`config.mk`:
```
export PLATFORM = sky130hd
export DESIGN_NAME = rf_wb_sched
export DESIGN_NICKNAME = d
export VERILOG_FILES = /design/src/rtl/rf_wb_sched_pkg.sv /design/src/rtl/rf_wb_sched_scoreboard.sv /design/src/rtl/rf_wb_sched.sv
export SDC_FILE = /design/constraint.sdc
export NUM_CORES = 1
export LEC_CHECK = 0
export CORE_MARGIN = 2
export CORE_UTILIZATION = 50
export DETAILED_ROUTE_END_ITERATION = 10
export PLACE_DENSITY = 0.86
export SETUP_SLACK_MARGIN = 0.15
export SYNTH_ARGS = -nofsm -noshare
export SYNTH_HDL_FRONTEND = slang
export SYNTH_SLANG_ARGS = --single-unit
export TNS_END_PERCENT = 50
```
`constraint.sdc`:
```
create_clock -name clk -period 6.8 [get_ports clk]
set_clock_uncertainty 0.1 [all_clocks]
set_input_delay 1.02 -clock clk [delete_from_list [all_inputs] [get_ports clk]]
set_output_delay 1.02 -clock clk [all_outputs]
set_load 0.05 [all_outputs]
```
`src/rtl/rf_wb_sched_pkg.sv`:
```
// Shared CPU package: register-file write-back defaults and the MDU hold FSM state type.
package rf_wb_sched_pkg;

    localparam int unsigned RF_DW_DEF         = 32;
    localparam int unsigned RF_AW_DEF         = 5;
    localparam int unsigned RF_STARVE_MAX_DEF = 4;

    typedef enum logic [1:0] {
        HOLD_EMPTY   = 2'd0,
        HOLD_FULL    = 2'd1,
        HOLD_STARVED = 2'd2
    } hold_state_e;

endpackage

```
`src/rtl/rf_wb_sched_scoreboard.sv`:
```
// Busy scoreboard for pending MDU destinations plus the RAW/WAW hazard check for decode.
module rf_scoreboard
    import rf_wb_sched_pkg::*;
#(
    parameter int AW = RF_AW_DEF
) (
    input  logic              clk,
    input  logic              reset_n,
    input  logic              set_en,
    input  logic [AW-1:0]     set_rw,
    input  logic              clr_en,
    input  logic [AW-1:0]     clr_rw,
    input  logic [AW-1:0]     chk_ra,
    input  logic [AW-1:0]     chk_rb,
    input  logic [AW-1:0]     chk_rw,
    input  logic              chk_we,
    output logic [2**AW-1:0]  busy_mask,
    output logic              hazard
);

    localparam int NR = 2**AW;

    logic [NR-1:0] busy_q;
    logic [NR-1:0] busy_d;
    logic [NR-1:0] busy_vis;

    // The clear is visible in the drain cycle itself; a same-cycle set on the same bit wins.
    always_comb begin
        busy_vis = busy_q;
        if (clr_en) begin
            busy_vis[clr_rw] = 1'b0;
        end
        busy_d = busy_vis;
        if (set_en) begin
            busy_d[set_rw] = 1'b1;
        end
    end

    always_comb begin
        hazard = ((chk_ra != '0) && busy_vis[chk_ra]) ||
                 ((chk_rb != '0) && busy_vis[chk_rb]) ||
                 (chk_we && (chk_rw != '0) && busy_vis[chk_rw]);
    end

    assign busy_mask = busy_vis;

    always_ff @(posedge clk or negedge reset_n) begin
        if (!reset_n) begin
            busy_q <= '0;
        end else begin
            busy_q <= busy_d;
        end
    end

endmodule

```
`src/rtl/rf_wb_sched.sv`:
```
// Register-file write-back scheduler: pipeline WB has priority, one MDU result is held until a free port.
// Optional starvation guard (wait counter + STARVED state) enabled by defining RF_WB_STARVE_GUARD_EN.
module rf_wb_sched
    import rf_wb_sched_pkg::*;
#(
    parameter int DW         = RF_DW_DEF,
    parameter int AW         = RF_AW_DEF,
    parameter int STARVE_MAX = RF_STARVE_MAX_DEF
) (
    input  logic              clk,
    input  logic              reset_n,
    input  logic              issue_valid,
    input  logic [AW-1:0]     issue_ra,
    input  logic [AW-1:0]     issue_rb,
    input  logic [AW-1:0]     issue_rw,
    input  logic              issue_we,
    input  logic              issue_long,
    output logic              issue_stall,
    input  logic              pipe_we,
    input  logic [AW-1:0]     pipe_rw,
    input  logic [DW-1:0]     pipe_wd,
    input  logic              mdu_valid,
    input  logic [AW-1:0]     mdu_rw,
    input  logic [DW-1:0]     mdu_wd,
    output logic              mdu_ready,
    output logic              rf_we,
    output logic [AW-1:0]     rf_rw,
    output logic [DW-1:0]     rf_busw,
    output logic [2**AW-1:0]  busy_mask
);

    if (STARVE_MAX < 1) begin : g_bad_starve_max
        $error("rf_wb_sched: STARVE_MAX must be at least 1");
    end

    hold_state_e   state_q, state_d;
    logic [AW-1:0] hold_rw_q, hold_rw_d;
    logic [DW-1:0] hold_wd_q, hold_wd_d;

    logic pipe_wr;
    logic hold_full;
    logic drain;
    logic hold_wr;
    logic mdu_acc;
    logic issue_acc;
    logic sb_set;
    logic hazard;

    assign pipe_wr   = pipe_we && (pipe_rw != '0);
    assign hold_full = (state_q != HOLD_EMPTY);
    assign drain     = hold_full && !pipe_wr;
    // A result aimed at r0 still empties the hold but never reaches the register file.
    assign hold_wr   = drain && (hold_rw_q != '0);
    assign mdu_ready = (state_q == HOLD_EMPTY);
    assign mdu_acc   = mdu_valid && mdu_ready;

    assign rf_we   = pipe_wr || hold_wr;
    assign rf_rw   = pipe_wr ? pipe_rw : hold_rw_q;
    assign rf_busw = pipe_wr ? pipe_wd : hold_wd_q;

`ifdef RF_WB_STARVE_GUARD_EN
    localparam int CW = $clog2(STARVE_MAX + 1);
    localparam logic [CW-1:0] WAIT_MAX = CW'(STARVE_MAX);

    logic [CW-1:0] wait_q, wait_d;

    // Counts FULL cycles in which the pipeline took the port; saturates, cleared on drain.
    always_comb begin
        wait_d = wait_q;
        if (drain) begin
            wait_d = '0;
        end else if ((state_q == HOLD_FULL) && (wait_q != WAIT_MAX)) begin
            wait_d = wait_q + 1'b1;
        end
    end

    always_ff @(posedge clk or negedge reset_n) begin
        if (!reset_n) begin
            wait_q <= '0;
        end else begin
            wait_q <= wait_d;
        end
    end

    assign issue_stall = (issue_valid && hazard) || (state_q == HOLD_STARVED);
`else
    assign issue_stall = issue_valid && hazard;
`endif

    assign issue_acc = issue_valid && !issue_stall;
    assign sb_set    = issue_acc && issue_long && issue_we && (issue_rw != '0);

    always_comb begin
        state_d   = state_q;
        hold_rw_d = hold_rw_q;
        hold_wd_d = hold_wd_q;
        case (state_q)
            HOLD_EMPTY: begin
                if (mdu_acc) begin
                    state_d   = HOLD_FULL;
                    hold_rw_d = mdu_rw;
                    hold_wd_d = mdu_wd;
                end
            end
            HOLD_FULL: begin
                if (drain) begin
                    state_d = HOLD_EMPTY;
`ifdef RF_WB_STARVE_GUARD_EN
                end else if (wait_d == WAIT_MAX) begin
                    state_d = HOLD_STARVED;
`endif
                end
            end
            HOLD_STARVED: begin
                if (drain) begin
                    state_d = HOLD_EMPTY;
                end
            end
            default: state_d = HOLD_EMPTY;
        endcase
    end

    always_ff @(posedge clk or negedge reset_n) begin
        if (!reset_n) begin
            state_q   <= HOLD_EMPTY;
            hold_rw_q <= '0;
            hold_wd_q <= '0;
        end else begin
            state_q   <= state_d;
            hold_rw_q <= hold_rw_d;
            hold_wd_q <= hold_wd_d;
        end
    end

    rf_scoreboard #(
        .AW (AW)
    ) u_scoreboard (
        .clk       (clk),
        .reset_n   (reset_n),
        .set_en    (sb_set),
        .set_rw    (issue_rw),
        .clr_en    (hold_wr),
        .clr_rw    (hold_rw_q),
        .chk_ra    (issue_ra),
        .chk_rb    (issue_rb),
        .chk_rw    (issue_rw),
        .chk_we    (issue_we),
        .busy_mask (busy_mask),
        .hazard    (hazard)
    );

endmodule

```
=== After elaboration in Yosys (flattened, before gate mapping) ===
Cells that the tools add are included.

* Register bits: 71
* Latch bits: 0
* Memory bits (writable): 0
* Memory bits (read-only): 0
* Bits of input ports: 96
* Output and inout bits: 72
* Logic and storage cells: 64
* Memories kept: 0

* Add/sub/neg operators: 0
* $mul: 0
* Div/mod/pow operators: 0
* Magnitude comparators: 6
* Equal/unequal tests: 4
* Shifts and indexed selects: 0
* Multiplexer cells: 17
* Bitwise gates (word level): 3
* Reduce and logical (&&, ||, !) cells: 30

{| class="wikitable"
|+ Operators by type and width
! cell !! number
|-
| $mux W32 || 3
|-
| $and A32 B32 Y32 || 1
|-
| $not A32 Y32 || 1
|-
| $or A32 B32 Y32 || 1
|-
| $reduce_bool A5 Y1 || 5
|-
| $lt A5 B6 Y1 const B || 4
|-
| $bmux W1 S5 || 3
|-
| $logic_and A1 B1 Y1 || 15
|-
| $demux W1 S5 || 2
|-
| $ge A5 B1 Y1 const B || 2
|-
| $mux W1 || 5
|-
| $mux W5 || 1
|-
| $mux W2 || 2
|-
| $ne A2 B1 Y1 const B || 2
|-
| $pmux W2 S2 || 1
|-
| $reduce_and A2 Y1 || 2
|-
| $logic_or A1 B1 Y1 || 3
|-
| $eq A2 B1 Y1 const B || 1
|-
| $eq A2 B2 Y1 const B || 1
|-
| $logic_not A1 Y1 || 2
|-
| $logic_not A2 Y1 || 1
|-
| $reduce_bool A2 Y1 || 1
|-
| $reduce_or A2 Y1 || 1
|}

=== Depth between registers and ports, before layout ===
* Depth in word-level cells: 19
* Depth in mapped cells: 12
* Mapped depth without buffers: 8

=== By module ===
Synthesis repeated with hierarchy kept, for this count alone.

* Cells, all modules: 403
* Area total of the unflattened synthesis: 4,309.1 sq um

{| class="wikitable"
|+ By module, submodules not included
! module !! instances !! cells an instance !! area an instance (sq um) !! sequential area each (sq um)
|-
| rf_scoreboard || 1 || 266 || 2,373.5 || 800.8
|-
| rf_wb_sched || 1 || 137 || 1,935.6 || 950.9
|}

=== Least setup slack after synthesis ===
OpenSTA, ideal clock, no wires.

* Path kind: input to output
* Start point: input pipe_we
* End point: output issue_stall
* Arrival time: 3.587 ns
* Required time: 5.680 ns
* Slack: 2.093 ns
* Stages: 12
* Path buffers: 4
* Path through: buf_2 -> nor4b_1 -> a21oi_1 -> buf_2 -> o21a_1 -> o2bb2ai_1 -> nor3_1 -> or4_1 -> clkbuf_2 -> buf_6 -> o21ai_1 -> o21a_1

* Word-level cells in the longest chain between the ends: 11
* Elaborated cells on any way between the ends: 17
* Classes of those cells: 7 x mux; 10 x reduce/logical

{| class="wikitable"
|+ RTL lines
! element !! line !! text
|-
| start, declared || rf_wb_sched.sv:19 || <nowiki>input logic pipe_we,</nowiki>
|-
| $logic_and A1 B1 Y1 (*) || rf_wb_sched.sv:49 || <nowiki>assign pipe_wr = pipe_we && (pipe_rw != '0);</nowiki>
|-
| $logic_not A1 Y1 (*) || rf_wb_sched.sv:51 || <nowiki>assign drain = hold_full && !pipe_wr;</nowiki>
|-
| $logic_and A1 B1 Y1 (*) || rf_wb_sched.sv:51 ||
|-
| $logic_and A1 B1 Y1 (*) || rf_wb_sched.sv:53 || <nowiki>assign hold_wr = drain && (hold_rw_q != '0);</nowiki>
|-
| $mux W32 (*) || rf_wb_sched_scoreboard.sv:30 || <nowiki>if (clr_en) begin</nowiki>
|-
| net busy_mask[8] || rf_wb_sched.sv:29 || <nowiki>output logic [2**AW-1:0] busy_mask</nowiki>
|-
| $bmux W1 S5 (on tied branches) || rf_wb_sched_scoreboard.sv:40, rf_wb_sched_scoreboard.sv:41 ||
|-
| $mux W1 (on tied branches) || rf_wb_sched_scoreboard.sv:40, rf_wb_sched_scoreboard.sv:41 ||
|-
| $logic_and A1 B1 Y1 (on tied branches) || rf_wb_sched_scoreboard.sv:40, rf_wb_sched_scoreboard.sv:41 ||
|-
| $logic_or A1 B1 Y1 || rf_wb_sched_scoreboard.sv:40 || <nowiki>hazard = ((chk_ra != '0) && busy_vis[chk_ra]) ||</nowiki>
|-
| $logic_or A1 B1 Y1 (*) || rf_wb_sched_scoreboard.sv:41 || <nowiki>((chk_rb != '0) && busy_vis[chk_rb]) ||</nowiki>
|-
| $logic_and A1 B1 Y1 (*) || rf_wb_sched.sv:87 || <nowiki>assign issue_stall = issue_valid && hazard;</nowiki>
|-
| end, declared || rf_wb_sched.sv:18 || <nowiki>output logic issue_stall,</nowiki>
|}

Mark *: on every way through the listed nets, which the timed path passes. The rest lies on a longest branch. The select of a mux whose other input is x is not followed.

=== Final worst setup path ===
* Start point: input pipe_rw[2]
* End point: output issue_stall

* Word-level cells in the longest chain between the ends: 12
* Elaborated cells on any way between the ends: 18
* Classes of those cells: 7 x mux; 11 x reduce/logical

{| class="wikitable"
|+ RTL lines
! element !! line !! text
|-
| start, declared || rf_wb_sched.sv:20 || <nowiki>input logic [AW-1:0] pipe_rw,</nowiki>
|-
| $reduce_bool A5 Y1 (*) || rf_wb_sched.sv:49 ||
|-
| $logic_and A1 B1 Y1 (*) || rf_wb_sched.sv:49 ||
|-
| $logic_not A1 Y1 (*) || rf_wb_sched.sv:51 ||
|-
| $logic_and A1 B1 Y1 (*) || rf_wb_sched.sv:51 ||
|-
| $logic_and A1 B1 Y1 (*) || rf_wb_sched.sv:53 ||
|-
| $mux W32 (*) || rf_wb_sched_scoreboard.sv:30 ||
|-
| $bmux W1 S5 (on tied branches) || rf_wb_sched_scoreboard.sv:40, rf_wb_sched_scoreboard.sv:41 ||
|-
| $mux W1 (on tied branches) || rf_wb_sched_scoreboard.sv:40, rf_wb_sched_scoreboard.sv:41 ||
|-
| $logic_and A1 B1 Y1 (on tied branches) || rf_wb_sched_scoreboard.sv:40, rf_wb_sched_scoreboard.sv:41 ||
|-
| $logic_or A1 B1 Y1 || rf_wb_sched_scoreboard.sv:40 ||
|-
| $logic_or A1 B1 Y1 (*) || rf_wb_sched_scoreboard.sv:41 ||
|-
| $logic_and A1 B1 Y1 (*) || rf_wb_sched.sv:87 ||
|}

Mark *: on every way between the ends. The rest lies on a longest branch, timed or not. The select of a mux whose other input is x is not followed.

==> results_tabular.tex <==
\begin{tabular}{lr}
\hline
Metric & Value \\
\hline
\multicolumn{2}{l}{\textbf{Run status}} \\
Status & complete, no violations \\
\multicolumn{2}{l}{\textbf{Clock network}} \\
Hold-fix buffers, CTS & 0 \\
Root Buffer Master & clkbuf\_8 \\
Worst-Skew Late Latency & 0.36 ns \\
TritonCTS clock tree & done \\
Number of sinks on the clock net & 70 \\
Buffer count from post-CTS setup fixing & 0 \\
H-tree Lvls & 3 \\
Number of clock buffers inserted by TritonCTS & 9 \\
Clk slew on worst S/H paths & 0.08 ns \\
Post\_cts resized & 0 \\
Maximum number of buffers from clock root to sink & 2 \\
\multicolumn{2}{l}{\textbf{Min path}} \\
Hold Path Stages & 0 \\
Hold Crit Class & reg2reg \\
\multicolumn{2}{l}{\textbf{Pwr}} \\
Worst VDD drop & 0.1847 mV \\
Pwr dens & 234.0 mW/mm\^{}2 \\
Leakage power & 2.894 nW \\
\multicolumn{2}{l}{\textbf{Placement}} \\
Detailed placer's ending HPWL & between 10000 and 15000 um \\
Cell area after placement & around 0.0068 mm\^{}2 \\
RePlAce Congestion & around 0.97 \\
Number of placed instances, taps included & 895 \\
Number of buffers inserted by port buffering & 167 \\
\multicolumn{2}{l}{\textbf{Drt}} \\
Remaining antenna violation count & 0 \\
Post-route DRC violation count & 0 \\
Mean routed wirelength per cell & 21.72 um \\
Detailed Route Iter0 Violations & 615 \\
Count of TritonRoute iterations in the first routing pass & 5 \\
Via count & $\sim$5800 \\
Routed wire length & 19790 um \\
Routed via count divided by cell count & 6.315 \\
\multicolumn{2}{l}{\textbf{Timing}} \\
Slew at the pin with the worst max-slew slack & approximately 1.2 ns \\
Aggregate negative setup slack & 0 ns \\
Final hold violations & 0 \\
Ratio of final minimum period to clock period & 0.8462 \\
Setup repair after global routing missed its margin & no \\
Highest achievable clock rate & 173.8 MHz \\
Final critical path time including I/O delays and setup & roughly 5.8 ns \\
Max transition margin & 0.1944 \\
Count of final max-slew check failures & 0 \\
Final Setup Violations & 0 \\
\multicolumn{2}{l}{\textbf{Global routing}} \\
Antenna violations before repair & 0 \\
First-pass GRT wire length & 30450 um \\
Vias in the first global route & 5415 \\
Overflow after GRT & 0 \\
Total routing resource utilization after global routing & 0.3487 \\
Pin count of the biggest net entering global routing & between 70 and 80 \\
\multicolumn{2}{l}{\textbf{Synthesis}} \\
Seq cells post-synth & 70 \\
Synth Instances & 644 \\
Number of distinct library cells after synthesis & 70 \\
Top cell type's share of synthesized area & 0.3349 \\
Most area-consuming cells after synthesis & dfrtp\_1 33\%, nand2\_1 9.1\%, mux2\_2 8.2\% \\
Synthesized cell area & 0.005230 mm\^{}2 \\
Async SR Flop Fraction & 1.000 \\
Synth Area per Inst & roughly 8.1 um\^{}2 \\
Number of warning messages in the yosys log & 0 \\
Share of synthesized area occupied by flip-flops and latches & 0.3349 \\
Leading register cell type out of synthesis & dfrtp\_1 \\
Cell type contributing the most total cell area after synthesis & dfrtp\_1 \\
EDFF count, synth & 0 \\
Syn Nets & 740 \\
\multicolumn{2}{l}{\textbf{Worst setup path}} \\
Arrival time of data at the critical path endpoint & about 4.6 ns \\
Type of element launching the critical path & input port \\
CP max FO & 35 \\
Crit Path Category & in2out \\
CP Data Required Time & 5.68 ns \\
Kind of end point of the critical path & primary output \\
Reg2reg path depth & 9 \\
\multicolumn{2}{l}{\textbf{Finish}} \\
Final nets & 866 \\
Fraction of the core area covered by cells at the end of the flow & 0.6896 \\
Leading cell types in the layout, fill and taps excluded & 165 x clkdlybuf4s50\_1, 127 x nand2\_1, 70 x dfrtp\_1, 55 x nor3\_1, 39 x o211ai\_1 \\
Cell area after layout & 0.007056 mm\^{}2 \\
Synthesis-to-finish area growth & 34.90\% \\
Most common cell after layout, fill and taps aside & clkdlybuf4s50\_1 \\
Count of placed standard cells in the final layout, fillers left out & 911 \\
Share of final-layout standard cells stronger than drive strength 1 & 0.1097 \\
Number of diodes & 0 \\
\multicolumn{2}{l}{\textbf{Floorplan}} \\
Die area & 0.01129 mm\^{}2 \\
Horizontal die dimension & between 100 and 150 um \\
Standard cell core area & 0.01023 mm\^{}2 \\
Initial Utilization & 0.5112 \\
Number of rows created at floorplan & 37 \\
Die outline height & 106.3 um \\
Num ports & 168 \\
\multicolumn{2}{l}{\textbf{Run}} \\
Max-Cap Viols & 0 \\
\hline
\end{tabular}
[critical path: stages]
cell,delay [ns]
clkdlybuf4s50_1,0.51
or4_4,0.60
o21a_1,0.61
o31ai_4,0.50
and2b_1,0.18
nor3_1,0.07
nor4b_4,0.28
buf_4,0.36
o21ai_1,0.12
o21a_1,0.18
buf_4,0.18
[cell families (layout without fill, tap and decap cells)]
group | count (synthesis) | after routing | share of synthesized area
multiplexers | 42 | 42 | 0.08947
AND/OR/NAND/NOR | 269 | 269 | 0.2557
AO/OA/AOI/OAI | 171 | 171 | 0.2361
buffers and inverters | 91 | 222 | 0.08206
flip-flops | 70 | 70 | 0.3349
XOR/XNOR | 1 | 1 | 0.001675
[layout make-up]
cell class | instances | area [um^2]
clock buffer | 10 | 127.6
tap | 136 | 170.2
inverter | 31 | 116.4
clock inverter | 6 | 93.84
sequential | 70 | 1752
timing repair buffer | 175 | 1724
fill | 811 | 3176
multi-input combinational | 483 | 3072
[cells in the mapped netlist, types with 2 or more instances]
cell type,number
a21o_1,3
a21oi_1,5
a21oi_2,2
a31oi_1,4
and2_1,2
and3_1,3
and4b_1,2
buf_1,3
buf_2,11
buf_4,3
buf_6,8
clkbuf_1,33
clkbuf_2,2
dfrtp_1,70
inv_1,31
mux2_2,38
mux2i_1,4
nand2_1,127
nand2b_1,10
nand3_1,9
nand3b_1,7
nand4_1,2
nor2_1,15
nor2b_1,5
nor3_1,55
nor4_1,5
nor4b_1,5
nor4bb_1,4
o2111ai_1,8
o211ai_1,39
o211ai_2,3
o21a_1,10
o21ai_0,30
o21ai_1,25
o21bai_1,8
o221a_2,2
o221ai_1,5
o22ai_1,6
o2bb2ai_1,2
or2_2,2
or3_1,6
or3b_2,2
[final timing paths]
check                                       start                       to  slack (ns)
max                                    pipe_rw[2]              issue_stall        1.05
min                        u_scoreboard.busy_q[0]   u_scoreboard.busy_q[0]        0.31
max reg2reg                            state_q[0]  u_scoreboard.busy_q[14]        2.97
min reg2reg                u_scoreboard.busy_q[0]   u_scoreboard.busy_q[0]        0.31
max in group asynchronous                 reset_n             hold_wd_q[1]        5.25
min in group asynchronous                 reset_n   u_scoreboard.busy_q[3]        0.76
[metrics by stage]
stage	hold WS, ns	setup slack (ns)	power, W
after floorplan	0.3487	2.093	0.001002
after global placement	0.2933	1.189	0.001249
after detailed placement	0.2983	1.090	0.001259
after CTS	0.3170	1.066	0.001643
after global routing	0.3499	0.8252	0.001718
final	0.3143	1.046	0.001651
[per-layer routing]
layer	vias up	track usage	wire (um)
li1	2585	-	-
met1	2734	0.5010	8336
met2	389	0.5279	8957
met3	45	0.07174	2029
met4	0	0.1034	466
met5	-	0.01905	0
[sequential cells by signal (all words and copies together), names as in the netlist]
register / count
hold_rw_q: 5
hold_wd_q: 32
state_q: 1
u_scoreboard.busy_q: 32
[where the power goes]
group	total, W	switching [W]	internal [W]
clock	0.000389	0.000179	0.000209
sequential	0.000551	0.0000638	0.000487
combinational	0.000712	0.000451	0.000261
Note: power is estimated with default switching activity, not from simulation.
